==> src/rtl/i2s_tx_fifo.sv <==
// i2s_tx_fifo: stereo-frame FIFO feeding an I2S transmitter, with priming,
// underrun handling (zero or repeat) and a low-water DMA refill request.
module i2s_tx_fifo #(
   parameter  int DEPTH = 16,
   parameter  int PRIME = 2,
   localparam int AW    = $clog2(DEPTH)
) (
   input  logic          clk,
   input  logic          rstn,
   input  logic          push_valid,
   output logic          push_ready,
   input  logic [31:0]   push_l,
   input  logic [31:0]   push_r,
   input  logic          pop,
   output logic [31:0]   din_l,
   output logic [31:0]   din_r,
   input  logic          flush,
   input  logic [AW:0]   thresh,
   output logic          dma_req,
   output logic [AW:0]   level,
   input  logic          underrun_mode,
   output logic [15:0]   underrun_cnt,
   input  logic          clr_underrun
);
   typedef enum logic {S_PRIME, S_RUN} state_t;
   state_t state;
   logic [63:0] mem [DEPTH];
   logic [AW-1:0] wptr, rptr;
   logic [AW:0] level_nxt;
   logic rdy, wr, rd, ur;
   // rdy keeps push_ready low while in reset and until the first edge after release
   assign push_ready = rdy & (level != (AW+1)'(DEPTH)) & ~flush;
   assign wr = push_valid & push_ready;
   assign rd = pop & ~flush & (state == S_RUN) & (level != '0);
   assign ur = pop & ~flush & (state == S_RUN) & (level == '0);
   assign level_nxt = flush ? '0 : level + (AW+1)'(wr) - (AW+1)'(rd);
   always_ff @(posedge clk)
      if (wr) mem[wptr] <= {push_l, push_r};
   always_ff @(posedge clk or negedge rstn) begin
      if (!rstn) begin
         state        <= S_PRIME;
         wptr         <= '0;
         rptr         <= '0;
         level        <= '0;
         rdy          <= 1'b0;
         din_l        <= '0;
         din_r        <= '0;
         dma_req      <= 1'b0;
         underrun_cnt <= '0;
      end else begin
         rdy     <= 1'b1;
         level   <= level_nxt;
         dma_req <= (level_nxt <= thresh) & ~flush;
         if (flush) begin
            state <= S_PRIME;
            wptr  <= '0;
            rptr  <= '0;
            din_l <= '0;
            din_r <= '0;
         end else begin
            if (wr) wptr <= wptr + 1'b1;
            if (rd) begin
               {din_l, din_r} <= mem[rptr];
               rptr           <= rptr + 1'b1;
            end else if (pop && (state == S_PRIME || !underrun_mode)) begin
               din_l <= '0;
               din_r <= '0;
            end
            if (state == S_PRIME && level >= (AW+1)'(PRIME)) state <= S_RUN;
         end
         if (clr_underrun) underrun_cnt <= '0;
         else if (ur && underrun_cnt != 16'hFFFF) underrun_cnt <= underrun_cnt + 1'b1;
      end
   end
endmodule

==> config.mk <==
export PLATFORM = sky130hd
export DESIGN_NAME = i2s_tx_fifo
export DESIGN_NICKNAME = d
export VERILOG_FILES = /design/src/rtl/i2s_tx_fifo.sv
export SDC_FILE = /design/constraint.sdc
export NUM_CORES = 1
export LEC_CHECK = 0
export ABC_CLOCK_PERIOD_IN_PS = 7270
export BUFFER_PORTS_ARGS = -buffer_cell sky130_fd_sc_hd__buf_4
export CORE_MARGIN = 4
export CORE_UTILIZATION = 35
export DETAILED_ROUTE_END_ITERATION = 8
export PLACE_DENSITY_LB_ADDON = 0.25
export SLEW_MARGIN = 20
export SYNTH_ARGS = -nofsm -noshare
export SYNTH_HDL_FRONTEND = slang
export SYNTH_SLANG_ARGS = --single-unit
==> constraint.sdc <==
create_clock -name clk -period 7.27 [get_ports clk]
set_input_delay 0.3635 -clock clk [delete_from_list [all_inputs] [get_ports clk]]
set_output_delay 0.3635 -clock clk [all_outputs]
set_load 0.02 [all_outputs]
==> results.md, run 1 <==
- Total Neg Setup Slack: 0 ns
- CTS clock-pin slew for the worst setup and hold paths: 0.06 ns
- Layout Skew: 0.0158 ns
- Die Span X: 357 microns
- Logic depth of the worst register-to-register path: 8
- Cell count after synthesis: around 2.1k
- Area growth, synth to finish: 17.6%
- Skew-Pair Late Insertion Delay: 0.68 ns
- Overall via count from detail_route: between 20k and 25k
- Run status: finished clean
- Remaining global-route overflow: 0
- Antenna violations before repair: 8
- Final critical delay including setup and external delays: ~4 ns
- Chip height: 357 microns
- Number of max-cap violations: 0
- Sequential fraction of the synthesis area: around 80%
- Initial core utilization: 35.4%
- Transition at the pin with the smallest max-transition slack: 1.04 ns
- Number of synthesized flops with an enable pin: 1024
- First-pass GRT wire length: ~150000 microns
- Number of library cell types mapped by synthesis: 49
- Leakage power of the design: 0.0162 uW
- Commonest register cell after synthesis: edfxtp_1
- Highest clock frequency the design can meet: 246 MHz
- Commonest non-fill, non-tap cells in the layout: 1024 x edfxtp_1, 194 x buf_4, 188 x mux4_2, 126 x a22oi_1, 119 x clkbuf_16
- GRT Total Usage: 16.4%
- Number of fillers in the final layout: 10.6k
- Clock tree root buffer cell: clkbuf_16
- Worst rel slew slack: 30.5%
- Average wire per cell in the routed design: between 20 and 30 microns
- Net Switching: 3100 uW
- Vias in the first global route: 22.3k
- Number of buffers on the longest clock path: 3
- Detail Route Antenna Nets: 0
- Kind of capture point of the worst setup path: flip-flop
- Rows: 127
- Final setup vio count: 0
- Per-instance average area after synthesis: about 21 sq um
- Net Count, Synth: 2175
- Cell types occupying the most area after synthesis: edfxtp_1 72%, mux4_2 9.9%, dfrtp_1 5.6%
- Switching Share: 22.0%
- Synth Warn #: 0
- Proportion of netlist area held by the largest area contributor: 72.1%
- CTS sink count: about 1.1k
- Largest net degree at the start of global routing: 126
- Total standard cell area after synthesis: around 0.043 sq mm
- Reg power frac: 51.1%
- Maximum vdd ir drop: 0.190 mV
- Core ar.: 0.120 sq mm
- DR iter-0 viols: 1702
- H-Tree Depth: 3
- Classification of the worst-slack hold path: input port to flip-flop
- Min-Delay Path Depth: 1
- Residual DRC count: 0
- Combinational power share: 8.6%
- Setup slack on the worst flop-to-flop path: between 3 and 4 ns
- Number of iterations in the first detailed-routing pass: 7
- Fraction of final layout cells sized beyond drive strength 1: between 20% and 30%
- CP Max Fanout: 33
- P_int: 11000 uW
- Die Footprint: 0.128 sq mm
- Period utilisation layout: 55.9%
- Unrepaired setup endpoints after global routing: false
- Pins Over Slew Limit: 0
- Cell Pwr Density: 281 mW/mm^2
- Via-to-Cell Ratio: 5.17
- HPWL reported at the end of detailed placement: 55800 microns
- Clock tree from TritonCTS: yes
- Post-layout net count: 2441
- Worst setup path category: flip-flop to flip-flop
- Minimum setup slack after placement: 3.19 ns
- Leading cell type in the layout, fill and taps excluded: edfxtp_1
- Final hold viol count: 0
- Final wirelength: about 100000 microns
- Kind of start point of the critical path: flip-flop
- Clock group share of total power: between 40% and 50%
- Worst path arrival time: approximately 4.4 ns
- Routability congestion estimate from global placement: roughly 0.75
- Buffers on Ports: 162
- Crit path setup slack, layout: ~3.2 ns
- Critical path data required time: 7.58 ns
- Synthesis-stage register bit count: 1120
- I/O pin total: 163
- Largest area contributor in the netlist: edfxtp_1
- Number of clock buffers inserted by TritonCTS: 113
- Post-synthesis async set-or-reset flop share: 8.57%
[flip-flops by register name, indices dropped and copies added, names as in the netlist]
signal,count
wptr,4
dma_req,1
rdy,1
underrun_cnt,16
rptr,4
mem,1024
din_r,32
state,1
din_l,32
level,5
[what timing repair did]
item,in CTS,in global routing
hold buffers,65,0
resized for setup,0,0
setup buffers,0,0
hold endpoints to repair,1049,0
[synth_stat cells, types with 5 or more instances]
cell and count:
ha_1 20, mux2i_1 102, nor2b_1 37, edfxtp_1 1024, a32oi_1 34, a211oi_1 34, nand4_1 8, and3_1 5
mux2_2 30, a22oi_1 126, xor2_1 10, and2_1 17, mux4_2 188, buf_2 36, nand2_1 76, inv_1 17
dfrtp_1 96, o21ai_0 6, buf_1 8, xnor2_1 11, nand3_1 6, clkbuf_1 65, a21oi_1 39, nor2_1 38
[cell type report]
class	count	area, sq um	share of cell area, %
Timing Repair Buffer	263	2180	4.34
Antenna cell	4	10.0	0.0200
Multi-Input combinational cell	828	9060	18.1
Clock inverter	33	269	0.536
Sequential cell	1120	33200	66.1
Inverter	18	67.6	0.135
Clock buffer	178	3380	6.74
Tap cell	1612	2020	4.02
[worst paths after layout]
kind,startpoint,to
min in group asynchronous,rstn,din_r[9]
min,push_l[22],mem[9][54]
max reg2reg,level[2],mem[3][50]
max in group asynchronous,rstn,rptr[0]
min reg2reg,din_r[9],din_r[9]
max,level[2],mem[3][50]
[cell families (layout without fill, tap and decap cells)]
logic type,Yosys count,after routing,synth area share [%]
adder cells (fa/ha/maj),21,21,0.634
AO/OA/AOI/OAI,248,248,4.22
buffers and inverters,130,492,1.28
XOR/XNOR,21,21,0.431
multiplexers,320,320,13.1
flip-flops,1120,1120,77.7
AND/OR/NAND/NOR,217,217,2.59
other,1,5,0.00879
[power groups by stage]
| stage | clock (uW) | sequential, uW | combinational, uW |
|---|---|---|---|
| global route | 6090 | 7200 | 1330 |
| global placement | 0 | 7320 | 1200 |
| CTS | 5810 | 7190 | 1250 |
| finish | 5660 | 7190 | 1220 |
| floorplan | 0 | 7340 | 746 |
| detailed placement | 0 | 7330 | 1210 |
[metal layers]
metal / global-route usage [%] / up-vias / part of all wire, %
met5: 0 / - / 0.025
met4: 4.25 / 4 / 2.1
met3: 3.22 / 138 / 5.8
met1: 21.6 / 11200 / 42
li1: - / 9097 / -
met2: 27.8 / 598 / 50
[metrics by stage]
step	total power (uW)	cell area (sq um)	hold WS (ns)	instances	util (%)
detailed placement	8540	45800	0.484	3776	38.0
floorplan	8080	42700	0.0679	2078	-
global placement	8520	45800	0.477	3776	38.0
finish	14100	50100	0.0323	4056	41.6
global route	14600	50100	0.0247	4053	41.6
CTS	14200	50100	0.000434	4052	41.6
[worst max-delay path: stages, from the launching register on]
cell and delay, ns:
dfrtp_1 0.37, inv_1 0.08, ha_1 0.22, nor4bb_1 0.15, nor4bb_2 0.80, inv_1 0.18
nor3_1 0.56, and2_4 0.68, buf_4 0.61
(Power assumes the default switching activity.)
==> run 2: changes to the inputs <==
Settings changed: ABC_AREA set to 1, ABC_CLOCK_PERIOD_IN_PS 7270 to 4140.
Clock period 7.27 ns to 4.14 ns, I/O delays scaled along.
==> run 2 against run 1 <==
Net effect:
- combinational power rose to 4.6 times the previous value
- cell area rose by 12%
- non-clock buffer count rose by 25
- flip-flop and latch count did not move
- clock skew rose by 0.012 ns
- setup slack got worse by 2.9 ns
- register-to-register slack got worse by 2.9 ns
- cell count rose by 68%
- clock power rose by 80%
- critical path type unchanged
- critical endpoint is now dma_req
==> results.md, run 2 <==
- Pins Over Slew Limit: 0 (unchanged)
- Largest area contributor in the netlist: edfxtp_1
- Min-Delay Path Depth: 6 (+5)
- Number of synthesized flops with an enable pin: 1024 (unchanged)
- Most used standard cell by instance count after synthesis: nand2_1
- Synthesis-stage register bit count: 1120 (unchanged)
- Buffers on Ports: 162 (unchanged)
- Final wirelength: 128000 microns (+22%)
- GRT Total Usage: 17.6% (+1.3 points)
- Number of clock buffers inserted by TritonCTS: 119 (+5.3%)
- DR iter-0 viols: 2600 (+53%)
- I/O pin total: 163 (unchanged)
- CTS sink count: 1120 (unchanged)
- Residual DRC count: 0 (unchanged)
- Final setup vio count: 0 (unchanged)
- Number of buffers on the longest clock path: 3 (unchanged)
- Sequential fraction of the synthesis area: 68.6% (-9.1 points)
- Overall via count from detail_route: 32.0k (+52%)
- Antenna violations before repair: 8 (unchanged)
- Critical path data required time: 4.71 ns (-2.87 ns)
- Layout Cell Area excl Fill: 0.0561 sq mm (+12%)
- Kind of start point of the critical path: flip-flop
- Maximum vdd ir drop: 0.393 mV (+110%)
- Commonest non-fill, non-tap cells in the layout: 1742 x nand2_1, 1024 x edfxtp_1, 806 x inv_1, 725 x nand3_1, 191 x buf_4
- Cells along the critical path: inv_1 -> ha_1 -> nand2_1 -> nor2_1 -> nand2_1 -> nand2_2 -> inv_4 -> ha_1 -> inv_1 -> ha_1 -> inv_1 -> fa_1 -> o31ai_2 -> xor2_1 -> nor2_1 -> ha_1 -> nand2_1 -> o21ai_0 -> a21oi_1 -> dlygate4sd3_1
- Core ar.: 0.137 sq mm (+14%)
- Vias in the first global route: 31.2k (+40%)
- Sequential cell area: 0.0332 sq mm (about the same)
- Post-layout net count: 5030 (+110%)
- Skew-Pair Late Insertion Delay: 0.70 ns (+0.02 ns)
- Chip height: 379 microns (+6.3%)
- Remaining global-route overflow: 0 (unchanged)
- Worst rel slew slack: 23.9% (-6.6 points)
- Crit path setup slack, layout: 0.314 ns (-2.89 ns)
- H-Tree Depth: 3 (unchanged)
- Kind of capture point of the worst setup path: flip-flop
- Die Footprint: 0.144 sq mm (+13%)
- Final-layout worst hold slack: 0.0680 ns (+0.0356 ns)
- Critical path's most frequent cell: ha_1
- Logic depth of the worst register-to-register path: 20 (+12)
- Final Power: 28600 uW (+100%)
- Largest register by flop count: mem
- Cell depth of the worst setup path: 20 (+12)
- Cell Pwr Density: 510 mW/mm^2 (+82%)
- CTS clock-pin slew for the worst setup and hold paths: 0.06 ns (about the same)
- Delay of the slowest cell on the worst path: 0.55 ns (-0.25 ns)
- Routability congestion estimate from global placement: 0.757 (+1.5%)
- Final hold viol count: 0 (unchanged)
- Number of library cell types mapped by synthesis: 32 (-35%)
- Commonest register cell after synthesis: edfxtp_1
- Total Neg Setup Slack: 0 ns (unchanged)
- Rows: 136 (+7.1%)
- Minimum setup slack after placement: 0.782 ns (-2.41 ns)
- Clock tree root buffer cell: clkbuf_16
- Layout Skew: 0.0278 ns (+0.0120 ns)
- Area taken by multi-input logic gates: 0.0112 sq mm (+23%)
- Largest net degree at the start of global routing: 182 (+44%)
- Most common library cells after synthesis: 1742 x nand2_1, 1024 x edfxtp_1, 808 x inv_1, 725 x nand3_1, 130 x buf_2
- CP Max Fanout: 4 (-88%)
- Worst-path cell with the longest stage delay: dlygate4sd3_1
- Fraction of final layout cells sized beyond drive strength 1: 8.26% (-17 points)
- Leakage power of the design: 0.0243 uW (+50%)
- Net Count, Synth: 4853 (+120%)
- Initial core utilization: 35.2% (-0.24 points)
- Die Span X: 379 microns (+6.3%)
- Average wire per cell in the routed design: 18.7 microns (-28%)
- Proportion of netlist area held by the largest area contributor: 63.7% (-8.4 points)
- Kind of cell adding the most delay to the critical path: adder cells
- Number of iterations in the first detailed-routing pass: 5 (-2)
- Flip-flop count of the largest register after layout: 1024 (unchanged)
- Placed inst area: 0.0516 sq mm (+13%)
- Unrepaired setup endpoints after global routing: false
- Period utilisation layout: 92.4% (+37 points)
- Detail Route Antenna Nets: 0 (unchanged)
- Setup Buffers After CTS: 0 (unchanged)
- Sum of buffers and inverters on the critical path: 5 (+2)
- Number of fillers in the final layout: 13.0k (+22%)
- First-pass GRT wire length: 193000 microns (+26%)
- Final critical delay including setup and external delays: 3.83 ns (-0.237 ns)
- Cell types occupying the most area after synthesis: edfxtp_1 64%, nand2_1 14%, nand3_1 7.5%
- Post-synthesis async set-or-reset flop share: 8.57% (unchanged)
- Clock tree from TritonCTS: yes
- Run status: finished clean
- Highest clock frequency the design can meet: 261 MHz (+6.2%)
- Transition at the pin with the smallest max-transition slack: 1.14 ns (+0.0983 ns)
- Classification of the worst-slack hold path: input port to flip-flop
- Worst setup path category: flip-flop to flip-flop
- Cell count after synthesis: 4756 (+130%)
- Leading cell type in the layout, fill and taps excluded: nand2_1
- Synth Warn #: 0 (unchanged)
- Total standard cell area after synthesis: 0.0483 sq mm (+13%)
- Via-to-Cell Ratio: 4.68 (-9.6%)
- Area growth, synth to finish: 16.1%
- Biggest registers after layout: mem x1024, din_l x32, din_r x32
- Worst path arrival time: 4.40 ns (+0.03 ns)
- HPWL reported at the end of detailed placement: 59700 microns (+7.0%)
- Per-instance average area after synthesis: 10.2 sq um (-51%)
- Number of max-cap violations: 0 (unchanged)
==> run 2: cell families after synthesis <==
group | share of synthesized area [%]
buffers and inverters | 8.57
flip-flops | 68.6
AO/OA/AOI/OAI | 0.404
AND/OR/NAND/NOR | 21.7
other | 0.00776
adder cells (fa/ha/maj) | 0.560
XOR/XNOR | 0.109
==> run 2: power by group <==
part           switching [uW]  internal, uW  total [uW]
combinational            3960          1700        5660
sequential                189         12500       12700
clock                    4350          5900       10200
total                    8500         20100       28600
==> run 2: layout make-up <==
class,instances,share of cell area (%)
Antenna cell,4,0.0179
Clock buffer,167,5.89
Clock inverter,56,0.779
Inverter,811,5.47
Multi-Input combinational cell,2593,19.9
Sequential cell,1120,59.2
Tap cell,1794,4.00
Timing Repair Buffer,288,4.77
==> run 2: tightest hold or removal path: stages <==
cell and delay [ns]:
buf_4 0.12, nand2_1 0.06, nor2_1 0.05, nand2_2 0.12, nor3_1 0.06, nor2_1 0.09
==> run 2: path summary, 6_finish.rpt <==
path                           start              end  slack [ns]
hold / removal                   pop          rptr[3]        0.07
min in group asynchronous       rstn  underrun_cnt[4]        0.09
setup reg to reg            level[2]          dma_req        0.31
hold reg to reg            din_l[14]        din_l[14]        0.48
setup / recovery            level[2]          dma_req        0.31
max in group asynchronous       rstn        din_r[18]        3.09
==> run 2: repair_timing <==
item	4_1_cts	5_1_grt
hold buffers	69	0
endpoints found under the hold margin	1087	0
endpoints found under the setup margin	0	1
resized for setup	0	1
==> run 2: per-layer routing <==
metal,wire length (microns),vias to the layer above,track usage (%)
met1,56500,15500,23.3
met2,62300,701,30.4
li1,-,15600,-
met4,2900,6,5.08
met3,6030,200,2.44
met5,41,-,0
==> run 2: stage by stage <==
step,instances,utilization [%]
after floorplan,4756,-
after global placement,6537,37.6
after detailed placement,6537,37.6
after CTS,6829,40.8
after global routing,6830,40.8
final,6833,40.8
